--- src/rtl/multicycle_ctrl_fsm.sv ---
// multicycle_ctrl_fsm
//   Moore sequencing controller for the multicycle RV32I core. It steps each
//   instruction through fetch, decode and execute states. Along the way it
//   steers the shared ALU, the unified memory port and the register file.
//   Memory accesses wait on MemReady. A watchdog sends the FSM to a sticky
//   FAULT state if MemReady stays low for too long. An illegal opcode also
//   ends in FAULT.
//
// Ports
//   clk          system clock, rising edge
//   reset        synchronous active-high reset
//   op[6:0]      opcode from the instruction register
//   BranchTaken  branch compare result, used in BEQ
//   MemReady     memory finishes the current access this cycle
//   PCWrite, AdrSrc, MemWrite, IRWrite, RegWrite      datapath strobes/selects
//   ResultSrc[1:0], ALUSrcA[1:0], ALUSrcB[1:0], ALUOp[1:0], ImmSrc[2:0]
//   Fault        sticky fault flag (high while in FAULT)
//   State[3:0]   current state encoding, for debug
//
// state    | meaning
// ---------+----------------------------------------------------------
// FETCH    | read instruction at PC, PC <- PC+4 when memory is ready
// DECODE   | ALUOut <- OldPC + imm, dispatch on opcode
// MEMADR   | ALUOut <- rs1 + imm (load/store address)
// MEMREAD  | load data from ALUOut address
// MEMWB    | rd <- loaded data
// MEMWRITE | store rs2 to ALUOut address, held until ready
// EXECR    | ALUOut <- rs1 op rs2
// EXECI    | ALUOut <- rs1 op imm
// ALUWB    | rd <- ALUOut
// BEQ      | compare rs1/rs2, PC <- branch target when taken
// JAL      | PC <- target, ALUOut <- OldPC+4
// JALR1    | ALUOut <- rs1 + imm
// JALR2    | PC <- ALUOut, ALUOut <- OldPC+4
// LUI      | ALUOut <- 0 + imm
// FAULT    | illegal opcode or memory timeout, held until reset

module multicycle_ctrl_fsm #(
    parameter int unsigned WAIT_LIMIT = 255,
    parameter int unsigned CNT_W      = 8
) (
    input  logic       clk,
    input  logic       reset,
    input  logic [6:0] op,
    input  logic       BranchTaken,
    input  logic       MemReady,
    output logic       PCWrite,
    output logic       AdrSrc,
    output logic       MemWrite,
    output logic       IRWrite,
    output logic [1:0] ResultSrc,
    output logic [1:0] ALUSrcA,
    output logic [1:0] ALUSrcB,
    output logic [1:0] ALUOp,
    output logic [2:0] ImmSrc,
    output logic       RegWrite,
    output logic       Fault,
    output logic [3:0] State
);

    typedef enum logic [3:0] {
        S_FETCH    = 4'd0,
        S_DECODE   = 4'd1,
        S_MEMADR   = 4'd2,
        S_MEMREAD  = 4'd3,
        S_MEMWB    = 4'd4,
        S_MEMWRITE = 4'd5,
        S_EXECR    = 4'd6,
        S_EXECI    = 4'd7,
        S_ALUWB    = 4'd8,
        S_BEQ      = 4'd9,
        S_JAL      = 4'd10,
        S_JALR1    = 4'd11,
        S_JALR2    = 4'd12,
        S_LUI      = 4'd13,
        S_FAULT    = 4'd14
    } state_t;

    localparam logic [6:0] OP_LW    = 7'b0000011;
    localparam logic [6:0] OP_SW    = 7'b0100011;
    localparam logic [6:0] OP_R     = 7'b0110011;
    localparam logic [6:0] OP_I     = 7'b0010011;
    localparam logic [6:0] OP_B     = 7'b1100011;
    localparam logic [6:0] OP_JAL   = 7'b1101111;
    localparam logic [6:0] OP_JALR  = 7'b1100111;
    localparam logic [6:0] OP_AUIPC = 7'b0010111;
    localparam logic [6:0] OP_LUI   = 7'b0110111;
    localparam logic [6:0] OP_NOP   = 7'b0000000;

    // Last count value before a timeout. When the watchdog is disabled this
    // value is never compared.
    localparam logic [CNT_W-1:0] LIMIT_M1 = CNT_W'(WAIT_LIMIT - 1);

    state_t           state_q, state_d;
    logic [CNT_W-1:0] wait_cnt_q, wait_cnt_d;
    logic             waiting;
    logic             timeout;

    always_ff @(posedge clk) begin
        if (reset) begin
            state_q    <= S_FETCH;
            wait_cnt_q <= '0;
        end else begin
            state_q    <= state_d;
            wait_cnt_q <= wait_cnt_d;
        end
    end

    always_comb begin
        waiting    = ((state_q == S_FETCH) || (state_q == S_MEMREAD) ||
                      (state_q == S_MEMWRITE)) && !MemReady;
        wait_cnt_d = waiting ? (wait_cnt_q + CNT_W'(1)) : '0;
        // A cycle with MemReady high is never a wait cycle, so a ready
        // response on the last allowed cycle still completes the access.
        timeout    = (WAIT_LIMIT != 0) && waiting && (wait_cnt_q == LIMIT_M1);
    end

    always_comb begin
        state_d   = state_q;
        PCWrite   = 1'b0;
        AdrSrc    = 1'b0;
        MemWrite  = 1'b0;
        IRWrite   = 1'b0;
        ResultSrc = 2'b00;
        ALUSrcA   = 2'b00;
        ALUSrcB   = 2'b00;
        ALUOp     = 2'b00;
        RegWrite  = 1'b0;

        case (state_q)
            S_FETCH: begin
                ALUSrcB   = 2'b10;
                ResultSrc = 2'b10;
                IRWrite   = MemReady;
                PCWrite   = MemReady;
                if (MemReady)     state_d = S_DECODE;
                else if (timeout) state_d = S_FAULT;
            end
            S_DECODE: begin
                ALUSrcA = 2'b01;
                ALUSrcB = 2'b01;
                case (op)
                    OP_LW, OP_SW: state_d = S_MEMADR;
                    OP_R:         state_d = S_EXECR;
                    OP_I:         state_d = S_EXECI;
                    OP_B:         state_d = S_BEQ;
                    OP_JAL:       state_d = S_JAL;
                    OP_JALR:      state_d = S_JALR1;
                    OP_AUIPC:     state_d = S_ALUWB;
                    OP_LUI:       state_d = S_LUI;
                    OP_NOP:       state_d = S_FETCH;
                    default:      state_d = S_FAULT;
                endcase
            end
            S_MEMADR: begin
                ALUSrcA = 2'b10;
                ALUSrcB = 2'b01;
                state_d = (op == OP_SW) ? S_MEMWRITE : S_MEMREAD;
            end
            S_MEMREAD: begin
                AdrSrc = 1'b1;
                if (MemReady)     state_d = S_MEMWB;
                else if (timeout) state_d = S_FAULT;
            end
            S_MEMWB: begin
                ResultSrc = 2'b01;
                RegWrite  = 1'b1;
                state_d   = S_FETCH;
            end
            S_MEMWRITE: begin
                AdrSrc   = 1'b1;
                MemWrite = 1'b1;
                if (MemReady)     state_d = S_FETCH;
                else if (timeout) state_d = S_FAULT;
            end
            S_EXECR: begin
                ALUSrcA = 2'b10;
                ALUOp   = 2'b10;
                state_d = S_ALUWB;
            end
            S_EXECI: begin
                ALUSrcA = 2'b10;
                ALUSrcB = 2'b01;
                ALUOp   = 2'b10;
                state_d = S_ALUWB;
            end
            S_ALUWB: begin
                RegWrite = 1'b1;
                state_d  = S_FETCH;
            end
            S_BEQ: begin
                ALUSrcA = 2'b10;
                ALUOp   = 2'b01;
                PCWrite = BranchTaken;
                state_d = S_FETCH;
            end
            S_JAL: begin
                ALUSrcA = 2'b01;
                ALUSrcB = 2'b10;
                PCWrite = 1'b1;
                state_d = S_ALUWB;
            end
            S_JALR1: begin
                ALUSrcA = 2'b10;
                ALUSrcB = 2'b01;
                state_d = S_JALR2;
            end
            S_JALR2: begin
                ALUSrcA = 2'b01;
                ALUSrcB = 2'b10;
                PCWrite = 1'b1;
                state_d = S_ALUWB;
            end
            S_LUI: begin
                ALUSrcA = 2'b11;
                ALUSrcB = 2'b01;
                state_d = S_ALUWB;
            end
            S_FAULT: state_d = S_FAULT;
            default: state_d = S_FAULT;
        endcase

        // Strobes must stay quiet during the reset cycle, whatever the state.
        if (reset) begin
            PCWrite  = 1'b0;
            MemWrite = 1'b0;
            IRWrite  = 1'b0;
            RegWrite = 1'b0;
        end
    end

    always_comb begin
        case (op)
            OP_SW:            ImmSrc = 3'b001;
            OP_B:             ImmSrc = 3'b010;
            OP_JAL:           ImmSrc = 3'b011;
            OP_AUIPC, OP_LUI: ImmSrc = 3'b100;
            default:          ImmSrc = 3'b000;
        endcase
    end

    assign Fault = (state_q == S_FAULT);
    assign State = state_q;

endmodule

--- config.mk ---
export PLATFORM = sky130hd
export DESIGN_NAME = multicycle_ctrl_fsm
export DESIGN_NICKNAME = d
export VERILOG_FILES = /design/src/rtl/multicycle_ctrl_fsm.sv
export SDC_FILE = /design/constraint.sdc
export NUM_CORES = 1
export LEC_CHECK = 0
export ABC_AREA = 1
export CAP_MARGIN = 20
export CORE_ASPECT_RATIO = 0.8
export CORE_MARGIN = 4
export CORE_UTILIZATION = 41
export CTS_CLUSTER_DIAMETER = 150
export DETAILED_ROUTE_END_ITERATION = 6
export PLACE_DENSITY = 0.81
export SETUP_SLACK_MARGIN = 0.5
export SYNTH_ARGS = -nofsm -noshare
export SYNTH_HDL_FRONTEND = slang
export SYNTH_SLANG_ARGS = --single-unit
--- constraint.sdc ---
create_clock -name clk -period 1.1 [get_ports clk]
set_input_delay 0.165 -clock clk [delete_from_list [all_inputs] [get_ports clk]]
set_output_delay 0.165 -clock clk [all_outputs]
set_load 0.05 [all_outputs]
==> results of run 1 <==
==> cells by family after synthesis <==
logic type	count (synthesis)	synth area share
AND/OR/NAND/NOR	102	0.4430
buffers and inverters	27	0.1037
AO/OA/AOI/OAI	25	0.1460
flip-flops	12	0.2458
XOR/XNOR	4	0.03586
adder cells (fa/ha/maj)	2	0.02560
==> per-stage QoR <==
step	setup TNS, ns	instance area, um2	cells	setup WS [ns]	hold slack (ns)
floorplan	-6.547	1261	172	-0.5681	0.4076
global placement	-7.383	2240	281	-0.5442	0.5077
==> impl_metrics.env, run 1 <==
export IMPL_synth_area_um2=977.2
export IMPL_die_height_um=51.67
export IMPL_yosysSeqAreaShare=0.2458
export IMPL_syn_inst=172
export IMPL_synth_cell_type_count=26
export IMPL_rows=15
export IMPL_gp_congestion=0.9101
export IMPL_die_w_um=62.58
export IMPL_ys_warn_count=0
export IMPL_firstError="[ERROR DPL-0038] Utilization greater than 100%, impossible to legalize"
export IMPL_initial_core_util=0.4412
export IMPL_syn_area_per_cell_um2=5.681
export IMPL_failed_stage="detailed placement (3_5_place_dp)"
export IMPL_netlist_top_cells_count="nand2_1, nor2_1, inv_1"
export IMPL_synth_seq_cells=12
export IMPL_io_pin_count=32
export IMPL_syn_nets=185
export IMPL_async_flop_share=0
export IMPL_yosys_most_used_dff="dfxtp_1"
export IMPL_ys_top_cells_by_area="dfxtp_1, nand2_1, nor2_1, inv_1, a21oi_1"
export IMPL_placement_io_buffers=31
export IMPL_yosysTopAreaCellShare=0.2458
export IMPL_synth_most_common_cell="nand2_1"
export IMPL_synth_enable_flop_cells=0
export IMPL_outcome="aborted with a tool error"
export IMPL_yosys_area_top_type="dfxtp_1"
==> run 2: changes to the inputs <==
Settings changed: CORE_AREA from default to 4 4 65 67, CORE_ASPECT_RATIO 0.8 to default, CORE_MARGIN 4 to default, CORE_UTILIZATION 41 to default, CTS_CLUSTER_DIAMETER 150 to default, DIE_AREA from default to 0 0 69 71, PLACE_DENSITY 0.81 to default, PLACE_DENSITY_LB_ADDON from default to 0.15, SETUP_SLACK_MARGIN 0.5 to default.
Clock period 1.1 ns to 1.4 ns, I/O delays scaled along.
==> run 2 against run 1 <==
Compared with the run above:
- the flow now finishes, with violations (setup timing)
- synthesized area did not move
- synthesized cell count did not move
==> impl_metrics.env, run 2 <==
export IMPL_outcome="finished with violations"
export IMPL_violations="setup timing"
export IMPL_worstPathCellList="buf_6 -> nor2_4 -> nor2_4 -> o211ai_1 -> clkbuf_16"
export IMPL_place_area_mm2=0.001921
export IMPL_relSlewSlack=0.8006
export IMPL_final_common_cell="buf_4"
export IMPL_wirelength_um=3880
export IMPL_whs_ns=0.5152
export IMPL_cts_made_buffers=3
export IMPL_ys_top_cells_by_area="dfxtp_1, nand2_1, nor2_1, inv_1, a21oi_1"
export IMPL_syn_nets=185
export IMPL_grt_usage=0.1421
export IMPL_largest_reg_flops=8
export IMPL_synth_cell_type_count=26
export IMPL_dpl_hpwl_um=2785
export IMPL_multi_input_area_um2=874.6
export IMPL_placement_io_buffers=31
export IMPL_worstMarginPinSlew_ns=0.2968
export IMPL_initial_core_util=0.2689
export IMPL_clock_fmax_ghz=0.6117
export IMPL_place_ws_ns=-0.3563
export IMPL_die_height_um=71
export IMPL_cts_root_buffer_cell="clkbuf_8"
export IMPL_regArea_um2=255.2
export IMPL_gp_congestion=0.9327
export IMPL_yosysTopAreaCellShare=0.2458
export IMPL_cp_required_ns=1.19
export IMPL_synth_most_common_cell="nand2_1"
export IMPL_cts_max_level=1
export IMPL_antenna_left=0
export IMPL_grt_pass1_vias=1429
export IMPL_antenna_found_initial=0
export IMPL_wire_per_inst_um=12.89
export IMPL_cts_reportedPaths_clkPinSlew_ns=0.05
export IMPL_fin_crit_sh=1.168
export IMPL_vdd_drop_max_v=0.0008868
export IMPL_finClkSkew_ns=0.004039
export IMPL_coreArea_mm2=0.003633
export IMPL_syn_inst=172
export IMPL_hp_class="flip-flop to flip-flop"
export IMPL_setup_violations=18
export IMPL_slowest_delay_ns=0.37
export IMPL_netlist_top_cells_count="nand2_1, nor2_1, inv_1"
export IMPL_rows=22
export IMPL_fin_nets=267
export IMPL_startpoint_type="flip-flop"
export IMPL_drtPass1Iterations=4
export IMPL_overflow=0
export IMPL_vias=1445
export IMPL_period_needed_ns=1.635
export IMPL_antennaDiodeCount=0
export IMPL_syn2layout_area_growth_pct=130.3
export IMPL_design_area_mm2=0.002251
export IMPL_cp_end_kind="primary output"
export IMPL_clock_latency_ns=0.24
export IMPL_async_flop_share=0
export IMPL_ff2ff_setup_slack_ns=-0.07
export IMPL_synth_enable_flop_cells=0
export IMPL_die_area_mm2=0.004899
export IMPL_rsz0062_at_grt="yes"
export IMPL_crit_fanout=5
export IMPL_drt_initial_drc_count=47
export IMPL_drive_above_1_share=0.5257
export IMPL_p_per_area_mw_per_mm2=2291
export IMPL_arrival_ns=1.42
export IMPL_io_pin_count=32
export IMPL_crit_top_cell="nor2_4"
export IMPL_cap_violations=0
export IMPL_vias_per_cell=4.801
export IMPL_grt_max_degree=9
export IMPL_synth_area_um2=977.2
export IMPL_clock_sinks=12
export IMPL_hold_viol=0
export IMPL_drv_slew=0
export IMPL_fill_cells=313
export IMPL_power_leakage_nw=1.005
export IMPL_postLayoutSetupSlackWorst_ns=-0.2347
export IMPL_cts_buffer_depth=2
export IMPL_hold_buffers=0
export IMPL_syn_area_per_cell_um2=5.681
export IMPL_grt_pass1_wl_um=5968
export IMPL_yosysSeqAreaShare=0.2458
export IMPL_cpMaxStageDelayCell="dfxtp_4"
export IMPL_worstSetupPathType="flip-flop to primary output"
export IMPL_drc_errors=0
export IMPL_cts_tree="yes"
export IMPL_ys_warn_count=0
export IMPL_yosys_most_used_dff="dfxtp_1"
export IMPL_layout_common_cells="buf_4, nand2_1, nor2_1, buf_12, nor2_4"
export IMPL_yosys_area_top_type="dfxtp_1"
export IMPL_die_w_um=69
export IMPL_synth_seq_cells=12
export IMPL_regMostFlops="wait_cnt_q"
## run 2: worst max-delay path, delay by kind of cell (launching register included)
| kind | cells | cell delay, ns |
|---|---|---|
| buf+inv | 2 | 0.34 |
| compound gates | 1 | 0.24 |
| flops | 1 | 0.37 |
| simple gates | 2 | 0.23 |
## run 2: cell type report
cell class                 instances  area share
multi-input combinational        133      0.3885
clock buffer                       4     0.02001
tap                               48     0.02668
timing repair buffer              78      0.4047
inverter                          26     0.04669
sequential                        12      0.1134
## run 2: per-stage QoR
stage	setup TNS (ns)	utilization	instances	power, mW
final	-2.234	0.6195	301	5.156
after global routing	-3.491	0.6195	301	5.401
after CTS	-1.982	0.5706	293	4.515
after detailed placement	-2.087	0.5286	285	3.988
after global placement	-1.581	0.5286	285	3.957
after floorplan	-1.044	-	172	2.251
## run 2: what timing repair did
| action | in CTS | in global routing |
|---|---|---|
| buffers inserted | 4 | 9 |
| setup endpoints to repair | 21 | 28 |
| resized for setup | 36 | 36 |
| pin swaps | 9 | 19 |
## run 2: where the power goes
part | internal (mW) | switching [mW]
clock network | 0.200 | 0.119
logic | 2.04 | 2.21
registers | 0.440 | 0.147
total | 2.68 | 2.48
## run 2: cells by family after synthesis
family          synth area share
simple gates              0.4430
buf+inv                   0.1037
compound gates            0.1460
flops                     0.2458
xor+xnor                 0.03586
fa+ha+maj                0.02560
## run 2: worst paths after layout
kind	cells past startpoint	to	startpoint
min	2	wait_cnt_q[0]$_SDFF_PP0_	wait_cnt_q[0]$_SDFF_PP0_
max reg2reg	8	wait_cnt_q[7]$_SDFF_PP0_	State[3]$_SDFF_PP0_
max	5	ALUSrcB[0]	State[3]$_SDFF_PP0_
min reg2reg	2	wait_cnt_q[0]$_SDFF_PP0_	wait_cnt_q[0]$_SDFF_PP0_
## run 2: layer usage
metal / vias to the layer above / wire length (um) / global-route usage
met2: 48 / 2081 / 0.2913
met3: 11 / 165 / 0.02841
li1: 711 / - / -
met1: 675 / 1535 / 0.1409
met4: 0 / 97 / 0.04338
met5: - / 0 / 0
No activity file was read; power rests on OpenSTA's default activity.
